`config.mk`:
```
export PLATFORM = sky130hd
export DESIGN_NAME = cdb_arbiter
export DESIGN_NICKNAME = d
export VERILOG_FILES = /design/src/rtl/cdb_arbiter.sv
export SDC_FILE = /design/constraint.sdc
export NUM_CORES = 1
export LEC_CHECK = 0
export ABC_AREA = 1
export CAP_MARGIN = 30
export CORE_ASPECT_RATIO = 2
export CORE_MARGIN = 4
export CORE_UTILIZATION = 40
export CTS_CLUSTER_SIZE = 14
export DETAILED_ROUTE_END_ITERATION = 12
export GPL_ROUTABILITY_DRIVEN = 0
export SYNTH_ARGS = -nofsm -noshare
export SYNTH_HDL_FRONTEND = slang
export SYNTH_SLANG_ARGS = --single-unit
```
`constraint.sdc`:
```
create_clock -name clk -period 5.8 [get_ports clk]
set_input_delay 0.87 -clock clk [delete_from_list [all_inputs] [get_ports clk]]
set_output_delay 0.87 -clock clk [all_outputs]
set_load 0.005 [all_outputs]
```
`src/rtl/cdb_arbiter.sv`:
```
// cdb_arbiter -- common-data-bus arbiter.
// Buffers completed results from NUM_UNITS execution units, one small FIFO per
// channel, and broadcasts one result per cycle on a registered CDB.
// Arbitration is round-robin by default. Defining CDB_AGE_PRIORITY_EN switches
// it to oldest-first by ROB age relative to rob_head.
//
// Ports:
//   clk, rst_n            clock, asynchronous active-low reset
//   flush                 synchronous clear of all buffered results
//   rob_head              ROB head tag (age arbitration only)
//   unit_valid/tag/data   per-unit result inputs, unit i at [i*W +: W]
//   unit_ack              per-unit accept (state only: !full && !flush)
//   cdb_valid/tag/data    registered broadcast
//   cdb_src               index of the winning unit
//   buf_count             per-channel occupancy, packed like unit_tag
//   pending               any channel non-empty
module cdb_arbiter #(
  parameter int NUM_UNITS  = 4,
  parameter int TAG_WIDTH  = 4,
  parameter int DATA_WIDTH = 32,
  parameter int BUF_DEPTH  = 2
) (
  input  logic                                        clk,
  input  logic                                        rst_n,
  input  logic                                        flush,
  input  logic [TAG_WIDTH-1:0]                        rob_head,
  input  logic [NUM_UNITS-1:0]                        unit_valid,
  input  logic [NUM_UNITS*TAG_WIDTH-1:0]              unit_tag,
  input  logic [NUM_UNITS*DATA_WIDTH-1:0]             unit_data,
  output logic [NUM_UNITS-1:0]                        unit_ack,
  output logic                                        cdb_valid,
  output logic [TAG_WIDTH-1:0]                        cdb_tag,
  output logic [DATA_WIDTH-1:0]                       cdb_data,
  output logic [$clog2(NUM_UNITS)-1:0]                cdb_src,
  output logic [NUM_UNITS*($clog2(BUF_DEPTH)+1)-1:0]  buf_count,
  output logic                                        pending
);

  localparam int SRC_W = $clog2(NUM_UNITS);
  localparam int PTR_W = $clog2(BUF_DEPTH);
  localparam int CNT_W = PTR_W + 1;

  logic [TAG_WIDTH-1:0]  tag_mem  [NUM_UNITS][BUF_DEPTH];
  logic [DATA_WIDTH-1:0] data_mem [NUM_UNITS][BUF_DEPTH];
  logic [PTR_W-1:0]      rd_ptr   [NUM_UNITS];
  logic [PTR_W-1:0]      wr_ptr   [NUM_UNITS];
  logic [CNT_W-1:0]      count    [NUM_UNITS];
  logic [TAG_WIDTH-1:0]  head_tag [NUM_UNITS];
  logic [DATA_WIDTH-1:0] head_data[NUM_UNITS];

  logic [NUM_UNITS-1:0]  nonempty;
  logic [NUM_UNITS-1:0]  full;
  logic [NUM_UNITS-1:0]  push;
  logic [NUM_UNITS-1:0]  pop;
  logic                  grant;
  logic [SRC_W-1:0]      win;

  // Channel status and handshakes. Ack is derived from registered occupancy
  // only, so a full channel stays closed even while its head is being popped.
  always_comb begin
    nonempty  = '0;
    full      = '0;
    unit_ack  = '0;
    push      = '0;
    pop       = '0;
    buf_count = '0;
    for (int unsigned i = 0; i < NUM_UNITS; i++) begin
      head_tag[i]  = tag_mem[i][rd_ptr[i]];
      head_data[i] = data_mem[i][rd_ptr[i]];
      nonempty[i]  = (count[i] != '0);
      full[i]      = (count[i] == CNT_W'(BUF_DEPTH));
      unit_ack[i]  = !full[i] && !flush;
      push[i]      = unit_valid[i] && unit_ack[i];
      pop[i]       = grant && !flush && (win == SRC_W'(i));
      buf_count[i*CNT_W +: CNT_W] = count[i];
    end
  end

  assign pending = |nonempty;

`ifdef CDB_AGE_PRIORITY_EN
  logic [TAG_WIDTH-1:0] age;
  logic [TAG_WIDTH-1:0] best_age;

  // Oldest-first: age wraps modulo 2^TAG_WIDTH; strict compare keeps ties on
  // the lowest channel index.
  always_comb begin
    grant    = 1'b0;
    win      = '0;
    age      = '0;
    best_age = '0;
    for (int unsigned k = 0; k < NUM_UNITS; k++) begin
      age = head_tag[k] - rob_head;
      if (nonempty[k] && (!grant || age < best_age)) begin
        grant    = 1'b1;
        win      = SRC_W'(k);
        best_age = age;
      end
    end
  end
`else
  logic [SRC_W-1:0] rr_ptr;
  logic [SRC_W-1:0] idx;
  logic             unused_rob_head;

  assign unused_rob_head = ^rob_head;

  // Round-robin: first non-empty channel at or after rr_ptr.
  always_comb begin
    grant = 1'b0;
    win   = '0;
    idx   = '0;
    for (int unsigned k = 0; k < NUM_UNITS; k++) begin
      idx = SRC_W'((32'(rr_ptr) + k) % NUM_UNITS);
      if (!grant && nonempty[idx]) begin
        grant = 1'b1;
        win   = idx;
      end
    end
  end

  always_ff @(posedge clk or negedge rst_n) begin
    if (!rst_n) begin
      rr_ptr <= '0;
    end else if (flush) begin
      rr_ptr <= '0;
    end else if (grant) begin
      rr_ptr <= (win == SRC_W'(NUM_UNITS - 1)) ? '0 : win + 1'b1;
    end
  end
`endif

  // Storage needs no reset: occupancy alone decides what is visible.
  always_ff @(posedge clk) begin
    for (int unsigned i = 0; i < NUM_UNITS; i++) begin
      if (push[i]) begin
        tag_mem[i][wr_ptr[i]]  <= unit_tag[i*TAG_WIDTH +: TAG_WIDTH];
        data_mem[i][wr_ptr[i]] <= unit_data[i*DATA_WIDTH +: DATA_WIDTH];
      end
    end
  end

  always_ff @(posedge clk or negedge rst_n) begin
    if (!rst_n) begin
      for (int unsigned i = 0; i < NUM_UNITS; i++) begin
        rd_ptr[i] <= '0;
        wr_ptr[i] <= '0;
        count[i]  <= '0;
      end
      cdb_valid <= 1'b0;
      cdb_tag   <= '0;
      cdb_data  <= '0;
      cdb_src   <= '0;
    end else if (flush) begin
      for (int unsigned i = 0; i < NUM_UNITS; i++) begin
        rd_ptr[i] <= '0;
        wr_ptr[i] <= '0;
        count[i]  <= '0;
      end
      cdb_valid <= 1'b0;
    end else begin
      for (int unsigned i = 0; i < NUM_UNITS; i++) begin
        if (push[i]) wr_ptr[i] <= wr_ptr[i] + 1'b1;
        if (pop[i])  rd_ptr[i] <= rd_ptr[i] + 1'b1;
        count[i] <= count[i] + CNT_W'(push[i]) - CNT_W'(pop[i]);
      end
      cdb_valid <= grant;
      if (grant) begin
        cdb_tag  <= head_tag[win];
        cdb_data <= head_data[win];
        cdb_src  <= win;
      end
    end
  end

endmodule

```
======== After elaboration in Yosys (flattened, before gate mapping) ========
Memories as Yosys holds them, arrays and structs flattened.
Cells that the tools add are included.
word-level totals
  register bits ........................... 57
  bits in writable memories ............... 288
  input bits .............................. 155
  output and inout bits ................... 52
  word-level logic and storage cells ...... 206
  memories ................................ 2
cells by class
  add/sub/neg operators ................... 20
  order comparisons ....................... 17
  eq/ne operators ......................... 7
  muxes and demuxes ....................... 89
  bitwise logic cells ..................... 10
  reductions and logical operators ........ 44
memory list
  memory    depth  width  rd ports  clocked after memory_dff  write ports  RTL line  text
  data_mem  4      64     4         0                         4            44        logic [DATA_WIDTH-1:0] data_mem [NUM_UNITS][BUF_DEPTH];
  tag_mem   4      8      4         0                         4            43        logic [TAG_WIDTH-1:0] tag_mem [NUM_UNITS][BUF_DEPTH];
operators with widths
  kind                                                number
  two-way mux 32 bit                                  18
  two-way mux 64 bit                                  4
  demux 32 bit (select 1 bit)                         4
  two-way mux 4 bit                                   20
  binary-select mux 32 bit (select 2 bit)             1
  two-way mux 8 bit                                   5
  nonzero test 2 bit                                  13
  two-way mux 1 bit                                   21
  logical AND 1 bit                                   20
  demux 4 bit (select 1 bit)                          4
  >= comparator 2 bit, second input constant          8
  inverter 1 -> 2 bit                                 8
  two-way mux 2 bit                                   7
  == test 2 bit, second input constant                6
  < comparator 2 x 3 -> 1 bit, second input constant  4
  adder 1 bit, second input constant                  8
  adder 2 x 1 -> 2 bit                                4
  binary-select mux 1 bit (select 2 bit)              4
  binary-select mux 4 bit (select 2 bit)              1
  zero test 1 bit                                     8
  < comparator 2 x 1 -> 1 bit, second input constant  4
  subtractor 2 x 1 -> 2 bit                           4
  adder 2 x 1 -> 2 bit, second input constant         2
  adder 2 bit, second input constant                  2
  other kinds (7)                                     7

======== Logic depth before layout (Yosys ltp) ========
Gate-level depths: netlist of the first run.
  depth after elaboration ................. 17
  depth in mapped cells ................... 21
  mapped depth without buffers ............ 18

======== Worst setup path before layout of the first run ========
Ideal clock, no wire load.
  path kind ............................... input port to flip-flop
  from .................................... in flush
  to ...................................... mem data_mem[0][0] (netlist name), enable pin
  arrival ................................. 2.893 ns
  data required time ...................... 5.371 ns
  slack ................................... 2.478 ns
  stages .................................. 4
  cells stage by stage .................... clkbuf_1 nor2_1 nand2_1 nor2_1
RTL lines
  what                RTL line  text
  start: declaration  25        input logic flush,
  end: declaration    44

======== Worst setup path after layout of the first run ========
  from .................................... reg rr_ptr[0]
  to ...................................... reg count (netlist bit buf_count[5])
between the ends
  longest elaborated chain between the ends .. 16
  elaborated cells on any way between the ends .. 30
ends and longest elaborated chain
  what                                                           RTL line  text
  start: declaration                                             102       logic [SRC_W-1:0] rr_ptr;
  start signal: assignment                                       128       rr_ptr <= (win == SRC_W'(NUM_UNITS - 1)) ? '0 : win + 1'b1;
  branches (longest 13 deep; another with adder 2 x 1 -> 2 bit)  --
  logical AND 1 bit (*)                                          74        pop[i] = grant && !flush && (win == SRC_W'(i));
  subtractor 2 x 1 -> 2 bit (*)                                  165       count[i] <= count[i] + CNT_W'(push[i]) - CNT_W'(pop[i]);
  two-way mux 8 bit (*)                                          154       end else if (flush) begin
  end signal: indexed assignment                                 165
  end: declaration                                               47        logic [CNT_W-1:0] count [NUM_UNITS];
Every way passes the cells marked *. The select of a mux whose other input is x is not followed.
A chain may end at the register's enable or synchronous reset.

==> results.sh, run 1 <==
export IMPL_clkLatencyLatePin_ps=560
export IMPL_avgSynthCellArea_um2=13.3
export IMPL_path_cells="inv_4, nand2_1, nand2_1, nand2_1, nand2_1, a21oi_1, nand2_4, nand2_4, ha_1, nand2_1, inv_1, ha_1, inv_1, ha_1, xor2_1, nor2_1"
export IMPL_synth_area_leaders="edfxtp_1 (61%), mux2i_1 (10%), dfrtp_1 (10%)"
export IMPL_reg2reg_from="rr_ptr[0]$_DFFE_PN0P_"
export IMPL_syn_num_nets=1223
export IMPL_post_route_min_period_ps=3810
export IMPL_required_ps=6210
export IMPL_holdBufCountCts=0
export IMPL_crit_slowest_cell="nand2_4"
export IMPL_synth_top_area_cell="edfxtp_1"
export IMPL_synthToLayoutAreaGrowth_pct=25.2
export IMPL_die_h_um=274
export IMPL_yosysSeqAreaShare_pct=71.4
export IMPL_cp_depth=16
export IMPL_worst_slack_ps=1990
export IMPL_cp_slowest_stage_delay_ps=720
export IMPL_ys_seq_elements=345
export IMPL_yosysUniqueCellTypes=28
export IMPL_cp_max_fo=73
export IMPL_h_tree_depth=1
export IMPL_tns_ps=0
export IMPL_rsz0062_at_grt="false"
export IMPL_finalSetupViolations=0
export IMPL_root_buffer="clkbuf_16"
export IMPL_portBuffers=202
export IMPL_gr_usage_all_layers_pct=18.0
export IMPL_ys_warn_count=0
export IMPL_postRouteAntennaNets=0
export IMPL_grt_max_degree=74
export IMPL_row_count=97
export IMPL_clock_sinks=345
export IMPL_max_freq_mhz=262
export IMPL_synth_top_area_share_pct=61.3
export IMPL_critPathMostFrequentCell="nand2_1"
export IMPL_slew_violations=0
export IMPL_cts_clk_slew_worst_paths_ps=60
export IMPL_cts_tree="done"
export IMPL_grt_pass1_vias=8819
export IMPL_irDropWorstVdd_mv=0.546
export IMPL_drt_iter0_markers=587
export IMPL_cp_start_kind="flop"
export IMPL_max_slew_margin_pct=34.1
export IMPL_cts_inserted_buffers=31
export IMPL_finalClockSkew_ps=15.7
export IMPL_p_leak_nw=6.48
export IMPL_synth_cell_area_um2=14100
export IMPL_drive_gt1_share_pct=6.96
export IMPL_post_cts_buffers=0
export IMPL_drcViolationCount=0
export IMPL_final_nets=1418
export IMPL_endpoint_kind="flop"
export IMPL_io_pin_count=207
export IMPL_firstDrtPassIters=6
export IMPL_arrival_ps=4220
export IMPL_cts_max_path_buffers=3
export IMPL_min_path_type="in2async"
export IMPL_wirelength_um=35400
export IMPL_dp_hpwl_um=22900
export IMPL_crit_family="simple AND/OR/NAND/NOR gates"
export IMPL_routedWlPerCell_um=20.5
export IMPL_initial_utilization_pct=40.4
export IMPL_p_per_area_nw_per_um2=526
export IMPL_syn_inst=1059
export IMPL_core_area_um2=35000
export IMPL_antenna_found_initial=3
export IMPL_dieArea_um2=38500
export IMPL_vias=8787
export IMPL_r2r_end="buf_count[5]$_DFF_PN0_"
export IMPL_cts_resized=0
export IMPL_r2r_setup_slack_ps=1990
export IMPL_viasPerCell=5.09
export IMPL_worst_path_buf_inv=3
export IMPL_critical_path_startpoint="rr_ptr[0]$_DFFE_PN0P_"
export IMPL_grt_pass1_wl_um=52700
export IMPL_post_place_ws_ps=1990
export IMPL_grt_remaining_overflow=0
export IMPL_maxCapViolCount=0
export IMPL_ff2ff_path_depth=16
export IMPL_post_route_period_util_pct=65.8
export IMPL_hold_viol_final=0
export IMPL_crit_end="buf_count[5]$_DFF_PN0_"
export IMPL_dieWidth_um=141
export IMPL_tightest_slew_ps=988
export IMPL_status="finished clean"
export IMPL_path_class="reg2reg"
cells in the mapped netlist:
library cell  count
edfxtp_1        288
nand2_1         252
nand3_1         161
mux2i_1         144
dfrtp_1          57
nor2_1           28
inv_1            27
clkbuf_1         25
buf_2            15
ha_1              9
o21ai_0           7
buf_1             6
buf_4             6
buf_6             5
a21oi_1           4
xnor2_1           4
xor2_1            4
inv_2             3
o21ai_1           3
nand2_2           2
nand3_2           2
a21boi_0          1
inv_4             1
nand2_4           1
nand4_1           1
nor2_2            1
o21a_1            1
o22ai_1           1
cells in the final DEF, fill, tap and decap left out, types with 10 or more instances in the layout:
cell | synthesis | routed
nand2_1 | 252 | 252
nor2_1 | 28 | 18
nand3_1 | 161 | 161
mux2i_1 | 144 | 144
nor2_4 | 0 | 10
clkdlybuf4s50_1 | 0 | 201
inv_1 | 27 | 26
edfxtp_1 | 288 | 288
dfrtp_1 | 57 | 53
clkbuf_16 | 0 | 32
clkbuf_1 | 25 | 12
buf_4 | 6 | 18
metal layers:
layer | up-vias | share of wire (%) | global-route usage (%)
li1 | 4157 | - | -
met5 | - | 0 | 0
met3 | 39 | 4.2 | 2.19
met4 | 0 | 2.4 | 5.59
met1 | 4369 | 38 | 21.1
met2 | 222 | 55 | 34.0
how the worst min path moves through the flow:
stage | from | to | slack [ps] | cells past startpoint
6_report | rst_n | rr_ptr[0]$_DFFE_PN0P_ | 430 | 1
5_1_grt | rst_n | rr_ptr[0]$_DFFE_PN0P_ | 480 | 1
4_1_cts | rst_n | rr_ptr[0]$_DFFE_PN0P_ | 440 | 1
3_5_place_dp | cdb_data[28]$_DFFE_PN0P_ | cdb_data[28]$_DFFE_PN0P_ | 460 | 2
3_3_place_gp | cdb_data[22]$_DFFE_PN0P_ | cdb_data[22]$_DFFE_PN0P_ | 470 | 2
2_1_floorplan | cdb_data[0]$_DFFE_PN0P_ | cdb_data[0]$_DFFE_PN0P_ | 470 | 2
through the flow:
stage	std cells	instance area [um2]	utilization [%]	hold WS, ps	power [mW]
floorplan	1059	14100	-	472	5.91
global route	1726	17700	50.6	476	9.97
finish	1726	17700	50.6	430	9.30
global placement	1666	16600	47.6	467	7.30
CTS	1723	17700	50.6	442	9.42
detailed placement	1666	16600	47.6	464	7.33
area by class of cell:
class                           instances  area (um2)
Timing Repair Buffer                  219        2150
Tap cell                              445         557
Multi-Input combinational cell        626        3720
Clock inverter                          4        73.8
Antenna cell                            3        7.51
Clock buffer                           53         970
Sequential cell                       345       10100
Fill cell                            3069       17300
Inverter                               31         119
sequential cells by signal, indices dropped and copies added (netlist names), 2 cells and up:
signal / flops
data_mem: 256
cdb_data: 32
tag_mem: 32
buf_count: 8
cdb_tag: 4
rd_ptr: 4
wr_ptr: 4
cdb_src: 2
rr_ptr: 2
report_power, final:
| group | switching [mW] | internal [mW] | total [mW] | leakage [nW] |
|---|---|---|---|---|
| Combinational | 2.59 | 1.41 | 4.00 | 2.62 |
| Sequential | 0.169 | 3.05 | 3.22 | 3.35 |
| Clock | 0.864 | 1.22 | 2.08 | 0.510 |
| Total | 3.63 | 5.68 | 9.30 | 6.48 |
cell families (layout without fill, tap and decap cells):
| family | count (synthesis) | in the layout | synth area share, % |
|---|---|---|---|
| buffers and inverters | 88 | 307 | 2.92 |
| other | 0 | 3 | 0 |
| AND/OR/NAND/NOR | 448 | 448 | 13.6 |
| multiplexers | 144 | 144 | 10.2 |
| flip-flops | 345 | 345 | 71.4 |
| XOR/XNOR | 8 | 8 | 0.496 |
| AO/OA/AOI/OAI | 17 | 17 | 0.647 |
| adder cells (fa/ha/maj) | 9 | 9 | 0.798 |
Power figures use the tool's default switching activity.
==> run 2: changes to the inputs <==
==> constraint.sdc (replaced) <==
create_clock -name clk -period 3.5 [get_ports clk]
set_input_delay 0.525 -clock clk [delete_from_list [all_inputs] [get_ports clk]]
set_output_delay 0.525 -clock clk [all_outputs]
set_load 0.005 [all_outputs]
==> results.sh, run 2 (synthesis results as in run 1) <==
export IMPL_status="finished clean"
export IMPL_postRouteAntennaNets=0
export IMPL_row_count=97
export IMPL_root_buffer="clkbuf_16"
export IMPL_final_nets=1426
export IMPL_tns_ps=0
export IMPL_post_route_period_util_pct=87.0
export IMPL_finalClockSkew_ps=12.4
export IMPL_core_area_um2=35000
export IMPL_antenna_found_initial=7
export IMPL_routedWlPerCell_um=20.7
export IMPL_cts_inserted_buffers=30
export IMPL_finalSetupViolations=0
export IMPL_cp_max_fo=14
export IMPL_firstDrtPassIters=7
export IMPL_post_route_min_period_ps=3040
export IMPL_tightest_slew_ps=957
export IMPL_grt_pass1_wl_um=54100
export IMPL_dieWidth_um=141
export IMPL_portBuffers=202
export IMPL_multiInputGateArea_um2=3720
export IMPL_final_cell_mix="edfxtp_1 (288), nand2_1 (252), clkdlybuf4s50_1 (201)"
export IMPL_critical_path_startpoint="buf_count[1]$_DFF_PN0_"
export IMPL_postLayoutCoreUtil_pct=50.6
export IMPL_holdBufCountCts=0
export IMPL_h_tree_depth=1
export IMPL_cts_clk_slew_worst_paths_ps=70
export IMPL_hold_viol_final=0
export IMPL_synthToLayoutAreaGrowth_pct=25.4
export IMPL_drive_gt1_share_pct=7.15
export IMPL_layout_commonest_cell="edfxtp_1"
export IMPL_dp_hpwl_um=24800
export IMPL_drcViolationCount=0
export IMPL_drt_iter0_markers=464
export IMPL_fill_cells=3084
export IMPL_rsz0062_at_grt="false"
export IMPL_clkLatencyLatePin_ps=570
export IMPL_irDropWorstVdd_mv=0.765
export IMPL_grt_pass1_vias=9226
export IMPL_gr_usage_all_layers_pct=18.5
export IMPL_total_power_mw=15.4
export IMPL_dieArea_um2=38500
export IMPL_slew_violations=0
export IMPL_maxCapViolCount=0
export IMPL_clock_sinks=345
export IMPL_grt_max_degree=73
export IMPL_initial_utilization_pct=40.4
export IMPL_cts_tree="done"
export IMPL_grt_remaining_overflow=0
export IMPL_endpoint_kind="flop"
export IMPL_cts_max_path_buffers=3
export IMPL_wirelength_um=36000
export IMPL_viasPerCell=5.10
export IMPL_cts_resized=0
export IMPL_largest_reg_flops=256
export IMPL_max_slew_margin_pct=36.2
export IMPL_max_freq_mhz=328
export IMPL_p_per_area_nw_per_um2=868
export IMPL_p_leak_nw=6.49
export IMPL_io_pin_count=207
export IMPL_cp_start_kind="flop"
export IMPL_min_path_type="in2async"
export IMPL_post_cts_buffers=0
export IMPL_final_seq_area_um2=10100
export IMPL_path_class="reg2reg"
export IMPL_vias=8856
export IMPL_die_h_um=274
export IMPL_arrival_ps=3470
export IMPL_required_ps=3920
export IMPL_reg2reg_from="buf_count[1]$_DFF_PN0_"
## run 2: cell types whose count changed in the layout (fill, tap and decap cells not counted), moves of 2 or more
| cell | change |
|---|---|
| clkbuf_8 | -6 |
| buf_4 | +5 |
| clkbuf_1 | +4 |
| diode_2 | +4 |
| buf_12 | +3 |
| clkinv_2 | +2 |
## run 2: power breakdown
group          switching [mW]  leakage [nW]  internal, mW
clock                    1.42         0.450          1.77
combinational            4.23          2.68          2.47
sequential              0.419          3.35          5.05
total                    6.07          6.49          9.29
## run 2: cell type report
type	instances	area share, %
antenna	7	0.0989
clock buffer	50	4.95
clock inverter	6	0.318
inverter	31	0.671
multi-input combinational	626	21.0
sequential	345	56.9
tap	445	3.15
timing repair buffer	228	12.8
## run 2: through the flow
stage | hold slack, ps | area (um2) | setup slack (ps) | instances
global route | 125 | 17700 | 226 | 1738
detailed placement | 465 | 16800 | 504 | 1675
CTS | 91.0 | 17700 | 482 | 1731
finish | 63.5 | 17700 | 455 | 1738
global placement | 465 | 16700 | 282 | 1674
floorplan | 229 | 14100 | 523 | 1059
## run 2: worst paths after layout
check                                              end  cells past startpoint  slack [ps]
worst max-delay path            buf_count[5]$_DFF_PN0_                     15         460
worst min-delay path             rr_ptr[0]$_DFFE_PN0P_                      1          60
worst max register to register  buf_count[5]$_DFF_PN0_                     15         460
worst min register to register  cdb_tag[3]$_DFFE_PN0P_                      2         480
max in group asynchronous        rd_ptr[3]$_DFFE_PN0P_                      1        2820
min in group clk                cdb_tag[3]$_DFFE_PN0P_                      2         480
## run 2: critical path: stages, from the launching register on
cell and delay, ps:
dfrtp_1 410, nor2_1 290, nand2_1 120, nand3_1 140, nand2_1 120, nor2_2 170
nand3_2 150, o21ai_4 460, ha_1 240, nand2_1 90, inv_1 80, ha_1 220
inv_1 60, ha_1 140, xor2_1 150, nor2_1 60
## run 2: per-layer routing
metal / global-route usage, % / wire length (um)
met5: 0 / 0
met4: 8.58 / 1410
met3: 1.77 / 1430
met2: 34.4 / 19900
met1: 21.2 / 13300
==> run 3: changes to the inputs <==
==> constraint.sdc (replaced) <==
create_clock -name clk -period 3 [get_ports clk]
set_input_delay 0.45 -clock clk [delete_from_list [all_inputs] [get_ports clk]]
set_output_delay 0.45 -clock clk [all_outputs]
set_load 0.005 [all_outputs]
==> results.sh, run 3 (synthesis results as in run 1) <==
export IMPL_status="finished clean"
export IMPL_finalSetupViolations=0
export IMPL_post_route_min_period_ps=2750
export IMPL_synthToLayoutAreaGrowth_pct=25.8
export IMPL_grt_max_degree=73
export IMPL_r2r_end="buf_count[7]$_DFF_PN0_"
export IMPL_rsz0062_at_grt="false"
export IMPL_p_int_mw=10.8
export IMPL_hold_viol_final=0
export IMPL_max_freq_mhz=364
export IMPL_firstDrtPassIters=5
export IMPL_portBuffers=202
export IMPL_endpoint_kind="flop"
export IMPL_final_nets=1429
export IMPL_drcViolationCount=0
export IMPL_irDropWorstVdd_mv=0.710
export IMPL_cp_start_kind="flop"
export IMPL_fill_cells=3081
export IMPL_post_route_period_util_pct=91.7
export IMPL_tns_ps=0
export IMPL_final_cells=1740
export IMPL_swShare_pct=39.6
export IMPL_viasPerCell=5.08
export IMPL_clkLatencyLatePin_ps=560
export IMPL_core_area_um2=35000
export IMPL_r2r_setup_slack_ps=250
export IMPL_place_inst=1677
export IMPL_grt_pass1_vias=9328
export IMPL_worst_path_buf_inv=4
export IMPL_power_frac_seq_pct=35.4
export IMPL_drt_iter0_markers=462
export IMPL_switchingPower_mw=7.11
export IMPL_path_class="reg2reg"
export IMPL_critical_path_startpoint="buf_count[3]$_DFF_PN0_"
export IMPL_postRouteAntennaNets=0
export IMPL_total_power_mw=18.0
export IMPL_final_cell_mix="edfxtp_1 (288), nand2_1 (252), clkdlybuf4s50_1 (201)"
export IMPL_root_buffer="clkbuf_16"
export IMPL_post_place_ws_ps=151
export IMPL_max_slew_margin_pct=42.0
export IMPL_crit_slowest_cell="dfrtp_1"
export IMPL_cp_depth=17
export IMPL_path_cells="nor2_1, nand2_1, nand3_1, nand2_1, nor2_2, nand2_1, nand2_1, inv_1, o21ai_4, buf_4, nand2_1, inv_2, ha_1, inv_1, ha_1, xor2_1, nor2_1"
export IMPL_crit_end="buf_count[7]$_DFF_PN0_"
export IMPL_clock_sinks=345
export IMPL_finalClockSkew_ps=8.60
export IMPL_crit_family="simple AND/OR/NAND/NOR gates"
export IMPL_gr_usage_all_layers_pct=18.7
export IMPL_cp_max_fo=19
export IMPL_finalInstanceArea_um2=17800
export IMPL_timing_hold_ws_ps=4.90
export IMPL_worst_slack_ps=250
export IMPL_drive_gt1_share_pct=7.45
export IMPL_largest_reg_flops=256
export IMPL_gr_usage_met3_pct=1.92
export IMPL_placed_cell_area_um2=16800
export IMPL_reg2reg_from="buf_count[3]$_DFF_PN0_"
export IMPL_p_per_area_nw_per_um2=1010
export IMPL_maxCapViolCount=0
export IMPL_met2_usage_pct=35.3
export IMPL_vias=8839
export IMPL_cts_inserted_buffers=30
export IMPL_wirelength_um=36300
export IMPL_grt_met1_usage_pct=21.7
export IMPL_tightest_slew_ps=869
export IMPL_layout_commonest_cell="edfxtp_1"
export IMPL_required_ps=3430
export IMPL_multiInputGateArea_um2=3730
export IMPL_cts_max_path_buffers=3
export IMPL_io_pin_count=207
export IMPL_grt_pass1_wl_um=54900
export IMPL_p_leak_nw=6.50
export IMPL_antenna_found_initial=6
export IMPL_p_clk_share_pct=20.5
export IMPL_grt_remaining_overflow=0
export IMPL_postLayoutCoreUtil_pct=50.8
export IMPL_row_count=97
export IMPL_arrival_ps=3180
export IMPL_routedWlPerCell_um=20.9
export IMPL_dieWidth_um=141
export IMPL_final_seq_area_um2=10100
export IMPL_critPathMostFrequentCell="nand2_1"
export IMPL_cp_slowest_stage_delay_ps=420
export IMPL_top_usage_layer="met2"
export IMPL_ff2ff_path_depth=17
export IMPL_dp_hpwl_um=24200
export IMPL_dieArea_um2=38500
export IMPL_min_path_type="in2async"
export IMPL_h_tree_depth=1
export IMPL_p_comb_share_pct=44.1
export IMPL_die_h_um=274
export IMPL_cts_tree="done"
export IMPL_initial_utilization_pct=40.4
export IMPL_slew_violations=0
export IMPL_cts_clk_slew_worst_paths_ps=70
run 3: power by group through the flow:
stage	sequential [mW]	combinational (mW)	clock, mW
after floorplan	6.25	5.17	0
after global placement	6.45	7.91	0
after detailed placement	6.47	8.01	0
after CTS	6.37	8.04	3.78
after global routing	6.44	8.84	3.94
final	6.36	7.91	3.68
run 3: routing by layer:
| layer | routed length [um] | share of wire, % |
|---|---|---|
| met1 | 13600 | 38 |
| met4 | 938 | 2.6 |
| met2 | 20300 | 56 |
| met5 | 0 | 0 |
| met3 | 1470 | 4.1 |
run 3: how the worst min path moves through the flow:
stage	to	slack, ps	startpoint	cells past startpoint
floorplan	buf_count[0]$_DFF_PN0_	150	rst_n	0
global placement	cdb_data[6]$_DFFE_PN0P_	460	cdb_data[6]$_DFFE_PN0P_	2
global route	rr_ptr[1]$_DFFE_PN0P_	60	rst_n	1
detailed placement	cdb_data[12]$_DFFE_PN0P_	470	cdb_data[12]$_DFFE_PN0P_	2
finish	rr_ptr[1]$_DFFE_PN0P_	5	rst_n	1
CTS	cdb_src[0]$_DFFE_PN0P_	20	rst_n	1
run 3: area by class of cell:
cell class,instances,area share (%)
Tap cell,445,3.14
Inverter,31,0.670
Antenna cell,6,0.0846
Timing Repair Buffer,231,13.2
Multi-Input combinational cell,626,21.0
Sequential cell,345,56.8
Clock buffer,49,4.81
Clock inverter,7,0.345
run 3: what timing repair did:
| action | CTS | global route |
|---|---|---|
| buffers inserted | 0 | 1 |
| hold buffers | 0 | 0 |
| endpoints found under the setup margin | 0 | 11 |
| resized for setup | 0 | 2 |
